File: config.mk
export PLATFORM = sky130hd
export DESIGN_NAME = ws2812_frame_ctrl
export DESIGN_NICKNAME = d
export VERILOG_FILES = /design/src/rtl/ws2812_frame_ctrl.sv
export SDC_FILE = /design/constraint.sdc
export NUM_CORES = 1
export LEC_CHECK = 0
export CELL_PAD_IN_SITES_DETAIL_PLACEMENT = 0
export CELL_PAD_IN_SITES_GLOBAL_PLACEMENT = 1
export CORE_AREA = 3 3 191 193
export CTS_CLUSTER_DIAMETER = 40
export CTS_CLUSTER_SIZE = 14
export DETAILED_ROUTE_END_ITERATION = 6
export DIE_AREA = 0 0 194 196
export HOLD_SLACK_MARGIN = 0.1
export PLACE_DENSITY_LB_ADDON = 0.1
export SETUP_SLACK_MARGIN = 0.02
export SYNTH_ARGS = -nofsm -noshare
export SYNTH_HDL_FRONTEND = slang
export SYNTH_SLANG_ARGS = --single-unit
File: constraint.sdc
create_clock -name clk -period 2.41 [get_ports clk]
set_input_delay 0.241 -clock clk [delete_from_list [all_inputs] [get_ports clk]]
set_output_delay 0.241 -clock clk [all_outputs]
set_load 0.1 [all_outputs]
File: src/rtl/ws2812_frame_ctrl.sv
// Frame sequencer for a WS2812 bit waveform generator: streams a GRB pixel buffer MSB-first,
// one bit per generator slot, then holds the line low for a latch period and pulses done.
module ws2812_frame_ctrl #(
  parameter int unsigned LED_NUM     = 8,
  parameter int unsigned ADDR_W      = 3,
  parameter int unsigned RESET_SLOTS = 64
) (
  input  logic              clk,
  input  logic              restn,
  input  logic              wr_en,
  input  logic [ADDR_W-1:0] wr_addr,
  input  logic [23:0]       wr_data,
  input  logic              start,
  output logic              busy,
  output logic              done,
  output logic              bit_data,
  input  logic              dv_in,
  input  logic              ws_in,
  output logic              led_out
);

  localparam int unsigned       SlotW    = $clog2(RESET_SLOTS) + 1;
  localparam logic [ADDR_W-1:0] LastPix  = ADDR_W'(LED_NUM - 1);
  localparam logic [SlotW-1:0]  LastSlot = SlotW'(RESET_SLOTS - 1);

  typedef enum logic [1:0] {StIdle, StSync, StSend, StLatch} state_e;

  state_e                    state;
  logic [LED_NUM-1:0][23:0]  pix_mem;
  logic [23:0]               shift;
  logic [4:0]                bit_cnt;
  logic [ADDR_W-1:0]         pix_cnt;
  logic [SlotW-1:0]          slot_cnt;
  logic                      gate;
  logic [ADDR_W-1:0]         next_idx;
  logic [23:0]               next_pix;

  // Out-of-range addresses match no entry and are dropped; buffer is intentionally not reset.
  always_ff @(posedge clk) begin
    for (int i = 0; i < int'(LED_NUM); i++) begin
      if (wr_en && (wr_addr == ADDR_W'(i))) begin
        pix_mem[i] <= wr_data;
      end
    end
  end

  assign next_idx = pix_cnt + ADDR_W'(1);

  always_comb begin
    next_pix = pix_mem[0];
    for (int i = 0; i < int'(LED_NUM); i++) begin
      if (next_idx == ADDR_W'(i)) begin
        next_pix = pix_mem[i];
      end
    end
  end

  always_ff @(posedge clk or negedge restn) begin
    if (!restn) begin
      state    <= StIdle;
      busy     <= 1'b0;
      done     <= 1'b0;
      bit_data <= 1'b0;
      gate     <= 1'b0;
      shift    <= '0;
      bit_cnt  <= '0;
      pix_cnt  <= '0;
      slot_cnt <= '0;
    end else begin
      done <= 1'b0;
      unique case (state)
        StIdle: begin
          // The cycle done is high still sits in IDLE but must not restart the frame.
          if (start && !done) begin
            state <= StSync;
            busy  <= 1'b1;
          end
        end
        StSync: begin
          if (dv_in) begin
            shift    <= pix_mem[0];
            bit_data <= pix_mem[0][23];
            gate     <= 1'b1;
            bit_cnt  <= '0;
            pix_cnt  <= '0;
            state    <= StSend;
          end
        end
        StSend: begin
          if (dv_in) begin
            if (bit_cnt != 5'd23) begin
              shift    <= shift << 1;
              bit_data <= shift[22];
              bit_cnt  <= bit_cnt + 5'd1;
            end else if (pix_cnt != LastPix) begin
              pix_cnt  <= next_idx;
              shift    <= next_pix;
              bit_data <= next_pix[23];
              bit_cnt  <= '0;
            end else begin
              gate     <= 1'b0;
              bit_data <= 1'b0;
              slot_cnt <= '0;
              state    <= StLatch;
            end
          end
        end
        StLatch: begin
          if (dv_in) begin
            slot_cnt <= slot_cnt + SlotW'(1);
            if (slot_cnt == LastSlot) begin
              done  <= 1'b1;
              busy  <= 1'b0;
              state <= StIdle;
            end
          end
        end
      endcase
    end
  end

  // One clock of uniform latency keeps the generator's high-time widths intact.
  always_ff @(posedge clk or negedge restn) begin
    if (!restn) begin
      led_out <= 1'b0;
    end else begin
      led_out <= ws_in & gate;
    end
  end

endmodule

==> flow_summary.json, run 1 <==
{
  "fillCellCount": 3298,
  "fmax_ghz": 0.435,
  "layoutNonFillerInstCount": 1447,
  "synth_area_um2": 10800,
  "max_stage_delay_ns": 0.57,
  "slowest_stage": "nand4b_1",
  "die_h_um": 196,
  "nets": 996,
  "layout-drive-gt1-share_pct": 15.4,
  "p_int_mw": 10.9,
  "synth_top_cell_by_area": "edfxtp_1",
  "p_leak_nw": 4.70,
  "placed_cells": 1354,
  "final_hold_viol_count": 0,
  "synth_flop_cell": "edfxtp_1",
  "cts_max_level": 2,
  "antenna_cells": 0,
  "core_area_um2": 34700,
  "p_seq_share_pct": 32.9,
  "drtPass1Iterations": 6,
  "crit_required_ns": 2.86,
  "die_w_um": 194,
  "syn_area_per_cell_um2": 12.1,
  "gp_congestion": 0.740,
  "grt_overflow": 0,
  "hpwl_mm": 17.7,
  "rows": 68,
  "setup_tns_ns": 0,
  "p_sw_mw": 4.45,
  "dr_total_vias": 7740,
  "grt_first_pass_wirelength_mm": 47.9,
  "synth_fp_nets": 936,
  "synth-seq-cells": 237,
  "crit_path_start_kind": "flip-flop",
  "finalClockSkew_ns": 0.0188,
  "cts_buffers": 49,
  "path_delay_family": "compound AO/OA/AOI/OAI gates",
  "powerDensity_nw_per_um2": 1110,
  "critPathKind": "flip-flop to flip-flop",
  "synth_top_area_share_pct": 53.3,
  "cp_num_buf_inv": 1,
  "cts_tree": "yes",
  "combPwrFrac_pct": 20.4,
  "async_flop_share_pct": 19.0,
  "finalSetupViolCount": 0,
  "synth_cells": 891,
  "drt-initial-drc-count": 335,
  "grtUsageTotal_pct": 16.2,
  "ys_warn_count": 0,
  "ir_drop_v": 0.000660,
  "portBuffers": 36,
  "power_frac_clock_pct": 46.7,
  "slew_headroom_pct": 53.5,
  "wl_per_cell_um": 21.7,
  "cts_buffer_depth": 3,
  "wirelength_mm": 31.4,
  "path_cells": "ha_1, nand4b_1, buf_12, a211oi_1, o211ai_1, a31oi_1",
  "drv_cap": 0,
  "synth.distinct_cells": 60,
  "min_path_type": "input pin to async pin",
  "initial_core_util_pct": 31.1,
  "syn_to_final_growth_pct": 27.8,
  "grt_pass1_vias": 8026,
  "clk_pin_slew_worst_paths_ns": 0.05,
  "cp.arrival_ns": 2.75,
  "clock_latency_ns": 0.54,
  "worst-path-max-fanout": 21,
  "post_drt_via_cell_ratio": 5.35,
  "clock-sinks": 237,
  "swShare_pct": 28.9,
  "dieArea_um2": 38000,
  "status": "finished, final reports clean",
  "fin_crit_sh_pct": 95.3,
  "worst_pin_slew_ns": 0.697,
  "netlist_top_cells_area": "edfxtp_1 53%, dfrtp_1 10%, nand2_1 3.0%",
  "cp-end-kind": "flip-flop",
  "io_pins": 37,
  "drv_slew": 0,
  "synth_edf_count": 192,
  "ant_nets": 0,
  "ys_seq_area_share_pct": 63.8,
  "remaining_drc_errors": 0,
  "fin_crit_ns": 2.30,
  "antenna_found_initial": 0,
  "rsz0062_at_grt": "false",
  "root_buffer": "clkbuf_16",
  "grt_max_degree": 53,
  "post-route-util_pct": 39.8
}
[registers in the layout, indices dropped and copies added, names as in the netlist]
name and cells:
done 1, bit_data 1, slot_cnt 7, pix_mem 192, bit_cnt 5, led_out 1
state 2, shift 23, pix_cnt 3, gate 1, busy 1
[metrics by stage]
step	hold slack, ns	worst slack (ns)	total power, mW	instance area, µm²
6_report	0.218	0.113	15.4	13800
5_1_grt	0.254	0.0594	16.1	13800
4_1_cts	0.213	0.0926	15.5	13800
3_5_place_dp	0.246	0.108	8.26	12000
3_3_place_gp	0.231	0.103	8.20	12000
2_1_floorplan	-0.0546	0.291	7.19	10800
[power groups by stage]
stage / sequential [mW] / combinational, mW / clock [mW]
detailed placement: 5.13 / 3.13 / 0
CTS: 5.06 / 3.14 / 7.32
finish: 5.07 / 3.14 / 7.19
floorplan: 5.13 / 2.06 / 0
global placement: 5.12 / 3.09 / 0
global route: 5.11 / 3.47 / 7.54
[final timing paths]
path | start | slack (ns) | cells after the start | to
worst max-delay path | bit_cnt[0] | 0.11 | 6 | shift[3]
worst min-delay path | restn | 0.22 | 2 | slot_cnt[5]
worst max register to register | bit_cnt[0] | 0.11 | 6 | shift[3]
worst min register to register | slot_cnt[1] | 0.52 | 2 | slot_cnt[1]
max in group asynchronous | restn | 1.59 | 3 | shift[15]
min in group clk | ws_in | 0.30 | 2 | led_out
[what timing repair did]
item | 4_1_cts | 5_1_grt
setup buffers | 0 | 0
gates resized for setup | 0 | 1
hold buffers | 1 | 0
hold endpoints to repair | 35 | 0
endpoints found under the setup margin | 0 | 5
[cells in the final DEF, fill, tap and decap left out, types with 8 or more instances in the layout]
master	instances
o21ai_0	58
clkbuf_16	51
o32ai_1	21
mux2i_1	22
nand2_1	85
clkdlybuf4s50_1	31
a221oi_1	22
inv_1	35
nor2_1	33
a21oi_1	58
edfxtp_1	192
o211ai_1	23
a211oi_1	42
buf_12	16
nor2b_1	26
nand2b_1	8
dfrtp_1	45
nor3b_1	23
a31oi_1	23
buf_4	31
a21o_1	22
bufinv_16	10
[routing by layer]
metal  up-vias  GRT usage [%]  wire length [µm]
met5         -              0                 0
met4         0           5.37               761
met2       225           26.7             14700
met3        70           2.76              1360
met1      3894           21.9             14600
li1       3551              -                 -
[area by class of cell]
class                      count  area, µm²  area share [%]
clock buffer                  54       1300            9.39
clock inverter                38        480            3.48
inverter                      36        135           0.978
multi-input combinational    547       3570            25.8
sequential                   237       6890            49.9
tap                          455        569            4.12
timing repair buffer          80        878            6.36
[Yosys cell counts, drive strengths merged (3+ instances only)]
cell / number
nor3: 4
clkbuf: 50
nand2b: 8
nor2: 40
nand2: 85
nor2b: 26
o32ai: 21
buf: 21
mux2i: 22
edfxtp: 192
a31oi: 24
inv: 36
a211oi: 42
nor3b: 23
dfrtp: 45
o221ai: 3
a21oi: 58
ha: 12
o211ai: 23
nand3: 7
nand3b: 3
a221oi: 22
o31ai: 3
or4: 3
o21a: 3
o21ai: 59
o22ai: 3
a21o: 22
[logic make-up (layout without fill, tap and decap cells)]
| logic type | after synthesis | in the layout | share of synthesized area [%] |
|---|---|---|---|
| AOI/OAI and AO/OA | 299 | 299 | 18.8 |
| DFF | 237 | 237 | 63.8 |
| and+or+nand+nor | 212 | 212 | 9.83 |
| buffers and inverters | 107 | 208 | 3.95 |
| muxes | 24 | 24 | 2.25 |
| adders and majority gates | 12 | 12 | 1.39 |
No activity file was read; power rests on OpenSTA's default activity.
==> inputs of run 2 (changes only) <==
==> constraint.sdc (replaced) <==
create_clock -name clk -period 2.5 [get_ports clk]
set_input_delay 0.25 -clock clk [delete_from_list [all_inputs] [get_ports clk]]
set_output_delay 0.25 -clock clk [all_outputs]
set_load 0.1 [all_outputs]
==> run 2 against run 1 <==
Non-clock buffer count shrank 3. Routed wire length is 1.4% higher. Sequential share of layout area up 1.1 points. Register-to-register slack better by 0.12 ns. Count of clock-buffer cells in the layout increased by 1. Fmax grew 1.5%. Critical path depth grew 2. Sequential power is 4% lower. Power down 10%. Utilization down 0.85 points. First-iteration DRC count rose by 38%. Hold slack gained 0.066 ns. Critical endpoint is now shift[20]. Largest power group unchanged.
==> flow_summary.json, run 2 (same netlist as run 1, synthesis figures left out) <==
{
  "root_buffer": "clkbuf_16",
  "largest_register_ffs": 192,
  "portBuffers": 36,
  "ir_drop_v": 0.000750,
  "slew_headroom_pct": 53.9,
  "clk_pin_slew_worst_paths_ns": 0.05,
  "powerDensity_nw_per_um2": 1020,
  "drtPass1Iterations": 5,
  "critPathKind": "flip-flop to flip-flop",
  "dr_total_vias": 7683,
  "cts_tree": "yes",
  "grt_pass1_vias": 7890,
  "hpwl_mm": 17.7,
  "grt_overflow": 0,
  "cts_buffer_depth": 3,
  "drv_cap": 0,
  "layout-drive-gt1-share_pct": 13.7,
  "core_area_um2": 34700,
  "initial_core_util_pct": 31.1,
  "ff2ff_setup_slack_ns": 0.24,
  "drt-initial-drc-count": 463,
  "io_pins": 37,
  "finalSetupViolCount": 0,
  "path_cells": "inv_1, ha_2, buf_4, buf_4, nand2_1, o21ai_0, a221oi_1, a31oi_1",
  "antenna_cells": 0,
  "final_hold_viol_count": 0,
  "cts_max_level": 2,
  "remaining_drc_errors": 0,
  "worst_pin_slew_ns": 0.691,
  "layout_common_cells": "192 x edfxtp_1, 85 x nand2_1, 58 x a21oi_1, 58 x o21ai_0, 46 x clkbuf_16",
  "min_path_type": "input pin to async pin",
  "placed_area_um2": 12000,
  "p_leak_nw": 4.55,
  "post_drt_via_cell_ratio": 5.36,
  "regMostFlops": "pix_mem",
  "syn_to_final_growth_pct": 25.1,
  "cpMostUsedCell": "buf_4",
  "clock-sinks": 237,
  "grtUsageTotal_pct": 16.5,
  "finalClockSkew_ns": 0.0190,
  "grt_first_pass_wirelength_mm": 48.5,
  "slowest_stage": "dfrtp_1",
  "crit_path_start_kind": "flip-flop",
  "cts_buffers": 44,
  "crit_cells": 8,
  "clock_latency_ns": 0.54,
  "wirelength_mm": 31.9,
  "dieArea_um2": 38000,
  "worst-path-max-fanout": 13,
  "grt_max_degree": 61,
  "antenna_found_initial": 0,
  "r2r_cells": 8,
  "fin_crit_ns": 2.26,
  "status": "finished, final reports clean",
  "fin_crit_sh_pct": 90.5,
  "cts-resized-gates": 0,
  "final_common_cell": "edfxtp_1",
  "die_w_um": 194,
  "setup_tns_ns": 0,
  "crit_required_ns": 2.95,
  "cp-endpoint": "shift[20]",
  "max_stage_delay_ns": 0.43,
  "rows": 68,
  "cp.arrival_ns": 2.71,
  "fmax_ghz": 0.442,
  "gp_congestion": 0.755,
  "cp-end-kind": "flip-flop",
  "post-route-util_pct": 39.0,
  "ant_nets": 0,
  "nets": 988,
  "path_delay_family": "buffers and inverters",
  "r2r_start": "pix_cnt[1]",
  "postLayoutCellArea_um2": 13500,
  "die_h_um": 196,
  "cp_num_buf_inv": 3,
  "drv_slew": 0,
  "wl_per_cell_um": 22.2,
  "critPathLaunch": "pix_cnt[1]",
  "r2r-end": "shift[20]",
  "rsz0062_at_grt": "false",
  "reg_top3": "pix_mem (192), shift (23), slot_cnt (7)"
}
-- run 2: timing repair --
action,in CTS,in global routing
setup buffers,0,0
hold buffers,1,0
hold endpoints to repair,23,0
-- run 2: area by class of cell --
class | count | area (µm²)
Tap cell | 455 | 569
Timing Repair Buffer | 77 | 868
Sequential cell | 237 | 6890
Inverter | 36 | 135
Clock buffer | 55 | 1200
Clock inverter | 27 | 293
Fill cell | 3337 | 21200
Multi-Input combinational cell | 547 | 3560
-- run 2: worst min path at each step --
stage / from / to / cells after the start
floorplan: restn / bit_cnt[0] / 0
global placement: restn / led_out / 1
detailed placement: restn / led_out / 1
CTS: restn / shift[2] / 2
global route: ws_in / led_out / 2
finish: restn / shift[2] / 2
-- run 2: per-stage QoR --
| stage | hold WS (ns) | std cells | worst slack (ns) | power (mW) |
|---|---|---|---|---|
| after floorplan | -0.0456 | 891 | 0.0566 | 6.93 |
| after global placement | 0.306 | 1351 | 0.309 | 7.91 |
| after detailed placement | 0.312 | 1351 | 0.259 | 7.94 |
| after CTS | 0.287 | 1434 | 0.245 | 14.0 |
| after global routing | 0.295 | 1434 | 0.0462 | 14.5 |
| final | 0.284 | 1434 | 0.237 | 13.8 |
-- run 2: where the power goes --
group | switching (mW) | total [mW] | leakage (nW) | internal [mW]
clock network | 2.01 | 5.94 | 0.724 | 3.94
registers | 0.231 | 4.89 | 2.28 | 4.66
logic | 1.91 | 3.01 | 1.54 | 1.10
-- run 2: layer usage --
layer | wire [µm] | global-route usage (%) | vias to the layer above
li1 | - | - | 3542
met1 | 14700 | 22.3 | 3896
met2 | 15200 | 27.8 | 198
met3 | 1440 | 2.68 | 47
met4 | 619 | 4.47 | 0
met5 | 0 | 0 | -
